==> src/rtl/bit_serializer_if.sv <==
// bit_serializer_if: parallel word handshake in, serial bit stream with framing out
interface bit_serializer_if #(parameter int unsigned WIDTH = 5);
  logic [WIDTH-1:0] din;
  logic din_valid;
  logic din_ready;
  logic out;
  logic out_valid;
  logic sof;
  logic eof;
  modport master (output din, din_valid, input din_ready, out, out_valid, sof, eof);
  modport slave (input din, din_valid, output din_ready, out, out_valid, sof, eof);
endinterface

==> src/rtl/bit_serializer.sv <==
// bit_serializer: shifts WIDTH-bit words out one bit per clock with sof/eof framing
module bit_serializer #(
  parameter int unsigned WIDTH = 5,
  parameter bit MSB_FIRST = 1'b1,
  parameter bit IDLE_BIT = 1'b0
) (
  input logic clk,
  input logic rst_n,
  bit_serializer_if.slave bus
);
  localparam int unsigned CW = $clog2(WIDTH);
  localparam logic [0:0] IDLE = 1'b0;
  localparam logic [0:0] SHIFT = 1'b1;
  logic [0:0] state_q, state_d;
  logic [WIDTH-1:0] sr_q, sr_d;
  logic [CW-1:0] cnt_q, cnt_d;
  logic last, accept;
  logic [WIDTH-1:0] shifted;
  assign last = state_q == SHIFT && cnt_q == CW'(WIDTH - 1);
  assign bus.din_ready = state_q == IDLE || last;
  assign accept = bus.din_valid && bus.din_ready;
  assign shifted = MSB_FIRST ? {sr_q[WIDTH-2:0], 1'b0} : {1'b0, sr_q[WIDTH-1:1]};
  // a new word on the last-bit edge overrides the return to IDLE, giving gapless streams
  always_comb begin
    state_d = accept ? SHIFT : (last ? IDLE : state_q);
    sr_d = accept ? bus.din : (state_q == SHIFT ? shifted : sr_q);
    cnt_d = accept ? '0 : (state_q == SHIFT ? cnt_q + 1'b1 : cnt_q);
  end
  always_ff @(posedge clk or negedge rst_n) begin
    if (!rst_n) begin
      state_q <= IDLE;
      sr_q <= '0;
      cnt_q <= '0;
    end else begin
      state_q <= state_d;
      sr_q <= sr_d;
      cnt_q <= cnt_d;
    end
  end
  assign bus.out_valid = state_q == SHIFT;
  assign bus.out = state_q == SHIFT ? (MSB_FIRST ? sr_q[WIDTH-1] : sr_q[0]) : IDLE_BIT;
  assign bus.sof = state_q == SHIFT && cnt_q == '0;
  assign bus.eof = last;
endmodule

==> src/flat_wrapper.sv <==
// flat-port wrapper written by rule: the top's interface ports become plain ports
module bit_serializer_flat 
#(
  parameter int unsigned WIDTH = 5,
  parameter bit MSB_FIRST = 1'b1,
  parameter bit IDLE_BIT = 1'b0
)
  (clk, rst_n, bus_din, bus_din_valid, bus_din_ready, bus_out, bus_out_valid, bus_sof, bus_eof);
  bit_serializer_if #(.WIDTH(WIDTH)) bus_i ();
  input logic clk;
  input logic rst_n;
  input wire logic [$bits(bus_i.din)-1:0] bus_din;
  input wire logic [$bits(bus_i.din_valid)-1:0] bus_din_valid;
  output wire logic [$bits(bus_i.din_ready)-1:0] bus_din_ready;
  output wire logic [$bits(bus_i.out)-1:0] bus_out;
  output wire logic [$bits(bus_i.out_valid)-1:0] bus_out_valid;
  output wire logic [$bits(bus_i.sof)-1:0] bus_sof;
  output wire logic [$bits(bus_i.eof)-1:0] bus_eof;
  assign bus_i.din = bus_din;
  assign bus_i.din_valid = bus_din_valid;
  assign bus_din_ready = bus_i.din_ready;
  assign bus_out = bus_i.out;
  assign bus_out_valid = bus_i.out_valid;
  assign bus_sof = bus_i.sof;
  assign bus_eof = bus_i.eof;
  bit_serializer #(.WIDTH(WIDTH), .MSB_FIRST(MSB_FIRST), .IDLE_BIT(IDLE_BIT)) u_core (.clk(clk), .rst_n(rst_n), .bus(bus_i));
endmodule
==> config.mk <==
export PLATFORM = sky130hd
export DESIGN_NAME = bit_serializer_flat
export DESIGN_NICKNAME = d
export VERILOG_FILES = /design/src/rtl/bit_serializer_if.sv /design/src/rtl/bit_serializer.sv /design/src/flat_wrapper.sv
export SDC_FILE = /design/constraint.sdc
export NUM_CORES = 1
export LEC_CHECK = 0
export ABC_CLOCK_PERIOD_IN_PS = 1300
export CAP_MARGIN = 20
export CORE_MARGIN = 5
export CORE_UTILIZATION = 38
export DETAILED_ROUTE_END_ITERATION = 10
export PLACE_DENSITY = 0.67
export SYNTH_ARGS = -nofsm -noshare
export SYNTH_HDL_FRONTEND = slang
export SYNTH_SLANG_ARGS = --single-unit
==> constraint.sdc <==
create_clock -name clk -period 1.3 [get_ports clk]
set_clock_uncertainty 0.1 [all_clocks]
set_input_delay 0.13 -clock clk [delete_from_list [all_inputs] [get_ports clk]]
set_output_delay 0.13 -clock clk [all_outputs]
set_load 0.05 [all_outputs]
# == After elaboration in Yosys (flattened, before gate mapping) ==
# Index checks and enable logic that the tools add are counted.
# op_classes
n_eq_ne,1
muxes,7
n_addsub,1
reduce_logical,7
bitwise,1
# op_table
operator,count
$mux W5,2
$mux W3,2
$reduce_bool A2 Y1,2
$add A3 B1 Y3 const B,1
$eq A3 B3 Y1 const B,1
$logic_and A1 B1 Y1,3
$logic_not A3 Y1,1
$mux W1,3
$logic_or A1 B1 Y1,1
$not A1 Y1,1
# word_totals
reg_bits,9
word_cells,20

# == Logic depth before layout (Yosys ltp) ==
# depth
word_depth,5
ltp_mapped,6
mapped_depth_nobuf,5

# == Least setup slack after synthesis ==
# OpenSTA, ideal clock, no wires.
# synth_timing
kind,register to output
startpoint,"register u_core.state_q, in the netlist u_core.bus.out_valid"
endpoint,output bus_sof
arrival_ps,1687
path_stages_with_launch,5
slack_ps,-617
t_required_ps,1070
cell_sequence,dfrtp_1 > buf_6 > buf_2 > nand2_1 > nor2_1
# synth_via
elab_chain_cells,1
# synth_rtl
item,line_no,text
"start, declared",bit_serializer.sv:14,"logic [0:0] state_q, state_d;"
"start signal, assigned",bit_serializer.sv:35,state_q <= state_d;
$logic_and A1 B1 Y1,bit_serializer.sv:42,assign bus.sof = state_q == SHIFT && cnt_q == '0;
"end, declared",flat_wrapper.sv:17,output wire logic [$bits(bus_i.sof)-1:0] bus_sof;
# No other way between the ends.

# == Worst setup path in the final report ==
# layout_timing
startpoint,register u_core.cnt_q[0]
endpoint,output bus_din_ready
# layout_via
elab_chain_cells,3
# layout_rtl
item,line_no,text
"start, declared",bit_serializer.sv:16,"logic [CW-1:0] cnt_q, cnt_d;"
"start signal, assigned",bit_serializer.sv:37,cnt_q <= cnt_d;
$eq A3 B3 Y1,bit_serializer.sv:19,assign last = state_q == SHIFT && cnt_q == CW'(WIDTH - 1);
$logic_and A1 B1 Y1,bit_serializer.sv:19,
$logic_or A1 B1 Y1,bit_serializer.sv:20,assign bus.din_ready = state_q == IDLE || last;
"end, declared",flat_wrapper.sv:14,output wire logic [$bits(bus_i.din_ready)-1:0] bus_din_ready;
# No other way between the ends.

==> impl_results.md <==
* Final Setup Violations at 11
* Req. time, crit path at 1.07 ns
* Setup_tns at -1.68 ns
* Final net count at 88
* GPL Wtd Cong at 0.772
* CTS buffer count at 3
* Vias at 499
* Dpl cells at 83
* First-pass GRT wire length at 2.30 mm
* Largest net degree at the start of global routing at 10
* Post-synthesis register bit count at 9
* Share of the synthesized area in the top cell type at 43.7%
* Antenna fix cells at 0
* Final worst-path cycle share at 118%
* Share of cells above drive strength 1 at 51.9%
* Rel. slew slack at 70.2%
* Net Sw Frac at 40.9%
* Antenna viol nets, final at 0
* Failing checks: setup timing
* Multi-input logic area at 322 um^2
* Net switching power at 1.08 mW
* Fmax at 650 MHz
* Worst-path clk slew at 0.06 ns
* Logic gate share of total power at 72.8%
* Peak supply drop at 1.27 mV
* Arrival @ worst endpoint at 1.31 ns
* I/O Pins at 13
* Max-cap viol count at 0
* Flop pwr share at 18.7%
* Total wire length at 1.49 mm
* Final Max Slew Viols at 0
* Die area at 2190 um^2
* Outcome: finished with violations
* Post-Syn Instances at 50
* CP Max Fanout at 2
* Dpl hpwl at 900 um
* Mean routed wirelength per cell at 16.2 um
* Final min period at 1.54 ns
* Area delta synth->final at 80.6%
* Core footprint at 1280 um^2
* Max Buffers Root-to-Sink at 2
* H-tree Lvls at 1
* Syn Std Cell Area at 515 um^2
* Critical Setup Path Class: reg -> out
* Drt drc at 0
* Least-Margin Pin Slew at 0.446 ns
* Layout Cells excl Fill at 92
* Pwr Total at 2.64 mW
* Pre-antenna DRT Iters at 4
* Vias in the first global route at 516
* CP endpoint kind: output port
* Initial antenna violation count at 0
* Rows at 13
* Hold_ws at 0.0777 ns
* First DRT Iteration DRCs at 11
* Tot GR Track Use at 15.7%
* Die Ht at 46.8 um
* CTS tree: yes
* Post-synthesis cell type count at 20
* Area contributors post-synth: dfrtp_1 44%, o221a_1 8.7%, a211o_1 6.8%
* Clk Latency, worst-skew pair at 0.26 ns
* Sequential area share after synthesis at 43.7%
* PD cells at 2830 nW/um^2
* Initial core utilization at 40.1%
* Yosys warns at 0
* Clock sink count at 9
* DIE WIDTH at 46.8 um
* Unrepaired setup endpoints after global routing: yes
* Leak at 0.419 nW
* Fillers at 90
* Number of port buffers at 12
* Root cell of the clock tree: clkbuf_4
* Reg area at 226 um^2
* Gr ovfl total at 0
* Syn_nets at 60
* Leading area contributor after synthesis: dfrtp_1
* Final-report hold violation count at 0
* Final worst slack at -0.238 ns
* Crit path launch type: flop
* Clock power share at 8.4%
* Vias/cell at 5.42
* Pre-CTS setup slack at -0.147 ns
* Post-Syn Area per Cell at 10.3 um^2
* Hold WC Path Type: in -> async
* P_int at 1.56 mW
==> per-layer routing <==
metal	track usage [%]	routed length, um	vias to the layer above
met5	0	0	-
met4	9.94	31	0
met3	3.83	56	4
met2	25.7	796	12
met1	18.1	602	245
li1	-	-	238
==> synthesized netlist by cell type <==
| library cell | n |
|---|---|
| dfrtp_1 | 9 |
| a211o_1 | 4 |
| a21oi_1 | 4 |
| o221a_1 | 4 |
| nand2_1 | 3 |
| nand3_1 | 3 |
| nor2_1 | 3 |
| nor2b_1 | 3 |
| buf_2 | 2 |
| buf_6 | 2 |
| ha_1 | 2 |
| inv_1 | 2 |
| nand2b_1 | 2 |
| a21bo_1 | 1 |
| a32o_1 | 1 |
| and2_1 | 1 |
| and2b_1 | 1 |
| and3_1 | 1 |
| nand2_4 | 1 |
| o21ai_1 | 1 |
==> kinds of logic after synthesis <==
family / Yosys count / share of synthesized area [%]
AND/OR/NAND/NOR: 18 / 19.4
AO/OA/AOI/OAI: 15 / 24.3
flip-flops: 9 / 43.7
adder cells (fa/ha/maj): 2 / 4.85
buffers and inverters: 6 / 7.77
==> power groups by stage <==
stage	combinational, mW	clock (mW)	sequential [mW]
after CTS	1.72	0.232	0.485
final	1.92	0.223	0.494
after global placement	1.42	0	0.479
after detailed placement	1.45	0	0.481
after floorplan	0.809	0	0.525
after global routing	2.02	0.251	0.505
==> cell type report <==
cell class	instances	area share, %
repair buffers	27	35.5
multi-input cells	35	34.5
flip-flops and latches	9	24.3
clock buffers	4	2.82
well taps	15	2.02
inverters	2	0.806
==> sequential cells by signal, indices dropped and copies added (netlist names) <==
| signal | flops |
|---|---|
| u_core.bus.out_valid | 1 |
| u_core.sr_q | 5 |
| u_core.cnt_q | 3 |
==> critical path, cell delays in order, from the launching register on <==
cell and delay, ns:
dfrtp_1 0.36, inv_2 0.06, ha_4 0.16, a21bo_4 0.22, buf_6 0.12, buf_12 0.13
==> what timing repair did <==
action / CTS / global route
setup endpoints to repair: 10 / 12
resized for setup: 11 / 12
pin swaps: 5 / 6
hold buffers: 0 / 0
endpoints found under the hold margin: 0 / 0
setup buffers: 4 / 1
==> cell usage in the layout (no fill, tap or decap), drive strengths merged, types with 2 or more instances in the layout <==
| cell type | synthesis | layout |
|---|---|---|
| buf | 4 | 20 |
| dfrtp | 9 | 9 |
| clkdlybuf4s50 | 0 | 7 |
| a211o | 4 | 4 |
| o221a | 4 | 4 |
| a21oi | 4 | 4 |
| clkbuf | 0 | 4 |
| nand2 | 4 | 4 |
| nor2b | 3 | 3 |
| nor2 | 3 | 3 |
| nand3 | 3 | 3 |
| inv | 2 | 2 |
| nand2b | 2 | 2 |
| ha | 2 | 2 |
==> per-stage QoR <==
step	utilization (%)	area [um^2]
finish	72.4	931
global route	72.4	931
CTS	68.4	878
detailed placement	60.1	772
global placement	60.1	772
floorplan	-	532
==> worst paths after layout <==
| path | start | endpoint | slack [ns] | cells after the start |
|---|---|---|---|---|
| max in group asynchronous | rst_n | u_core.bus.out_valid | 0.69 | 1 |
| worst max-delay path | u_core.cnt_q[0] | bus_din_ready | -0.24 | 5 |
| worst min register to register | u_core.sr_q[1] | u_core.sr_q[2] | 0.49 | 1 |
| worst min-delay path | rst_n | u_core.sr_q[1] | 0.08 | 1 |
| worst max register to register | u_core.cnt_q[0] | u_core.sr_q[3] | -0.23 | 6 |
| min in group clk | bus_din[0] | u_core.sr_q[0] | 0.37 | 3 |
Note: power is estimated with default switching activity, not from simulation.
==> RTL change: new RTL, same settings <==
Reset style: synchronous (`rst_n`), changed in one clocked block.
--- a/src/rtl/bit_serializer.sv
+++ b/src/rtl/bit_serializer.sv
@@ -28,3 +28,3 @@
   end
-  always_ff @(posedge clk or negedge rst_n) begin
+  always_ff @(posedge clk) begin
     if (!rst_n) begin
Check against the original RTL: differs if rst_n is asserted again (counterexample within 4 cycles, from zero or initial values and one cycle with rst_n low); with rst_n held inactive, the same outputs for 10 cycles.
==> RTL change against the unedited design <==
- the flow still finishes with violations (negative setup slack)
- die area rose by 12%
- sequential cell count did not move
- final area fell by 2.3%
- setup slack improved by 0.15 ns
- routed wire length fell by 2.4%
- synthesized area rose by 15%
- hold slack improved by 0.27 ns
- non-clock buffer count fell by 3
Power is left out: it rests on default switching activity, and per cell area and clock period it moved more than threefold.
==> RTL change: results (changes against the unedited design) <==
Hpwl dp: 901 um (about the same)
Clk root buf: clkbuf_4
Yosys cell types: 28 (+40%)
Port bufs: 12 (unchanged)
CTS Buf Count: 3 (unchanged)
Final setup viols: 3 (-8)
Worst Max-Slew Pin Slew: 0.307 ns (-0.139 ns)
Top FF cell, synth: dfxtp_1
Register area share after synthesis: 30.4% (-13 points)
# fillers: 123 (+37%)
Total track usage: 12.2% (-3.5 points)
First-pass DRT Iterations: 4 (unchanged)
Nets: 101 (+15%)
Vias in the first global route: 502 (-2.7%)
Max FO, Critical Path: 5 (+3)
Failing checks: negative setup slack
Wire per inst: 13.7 um (-15%)
Gpl congestion: 0.737 (-4.5%)
Antenna violations before repair: 0 (unchanged)
Clk slew on worst S/H paths: 0.06 ns (about the same)
Status: complete, but fails checks
Top cells by area, synth: dfxtp_1, mux2i_1, o21ai_0
Share of cells above drive strength 1: 38.9% (-13 points)
Max reg flops: 5 (unchanged)
Worst EP arrival: 1.16 ns (-0.15 ns)
Vias: 580 (+16%)
CTS max path bufs: 2 (unchanged)
FFs w/ async S/R, synth: 0% (-100 points)
Mapped Nets: 78 (+30%)
Biggest register: u_core.sr_q
TNS Setup: -0.256 ns (+1.42 ns)
Clock Latency Late Sink: 0.27 ns
Synthesis Warnings: 0 (unchanged)
Largest net degree at the start of global routing: 14 (+4)
# diodes: 0 (unchanged)
Fin worst setup slack: -0.0922 ns (+0.146 ns)
Drt initial violations: 8 (-3)
Commonest cells in the netlist: dfxtp_1, mux2i_1, o21ai_0
Hold/Removal Path Class: input pin to register
H-Tree Depth: 1 (unchanged)
## RTL change: stage by stage
step	worst slack [ns]	cell area, um^2	instances
after detailed placement	-0.254	806	98
after global placement	-0.192	806	98
after CTS	-0.0910	880	105
after global routing	-0.146	910	106
after floorplan	-0.000645	607	68
final	-0.0922	910	106
## RTL change: timing repair
item                                    CTS  global route
endpoints found under the setup margin   12            10
gates cloned                              0             0
resized for setup                        10             5
pin swaps                                 2             2
buffers inserted                          3             1
hold endpoints to repair                  0             0
hold buffers                              0             0
## RTL change: logic make-up after synthesis
logic type | share of synthesized area [%]
AND/OR/NAND/NOR | 31.0
buffers and inverters | 10.5
adder cells (fa/ha/maj) | 4.22
multiplexers | 12.0
flip-flops | 30.4
AO/OA/AOI/OAI | 11.8
## RTL change: critical path, cell delays in order, from the launching register on
cell and delay, ns:
dfxtp_2 0.32, inv_2 0.07, ha_4 0.17, and3_4 0.20, buf_12 0.13
## RTL change: path summary, 6_finish.rpt
kind | slack [ns] | startpoint | depth (start not counted) | end
worst max-delay path | -0.09 | u_core.cnt_q[0] | 4 | bus_eof
worst min-delay path | 0.34 | bus_din_valid | 4 | u_core.bus.out_valid
worst max register to register | 0.03 | u_core.cnt_q[0] | 6 | u_core.sr_q[3]
worst min register to register | 0.47 | u_core.cnt_q[2] | 2 | u_core.cnt_q[2]
## RTL change: final cells by class
class	count	area share (%)
repair buffers	24	29.7
well taps	16	2.20
multi-input cells	50	43.3
flip-flops and latches	9	20.6
clock buffers	4	2.89
inverters	3	1.24
## RTL change: metal layers
layer	up-vias	GRT usage (%)	wire length, um	part of all wire (%)
met1	271	15.4	671	46
met4	0	7.86	31	2.1
met3	5	3.31	80	5.5
li1	291	-	-	-
met5	-	0	0	0
met2	13	17.8	667	46
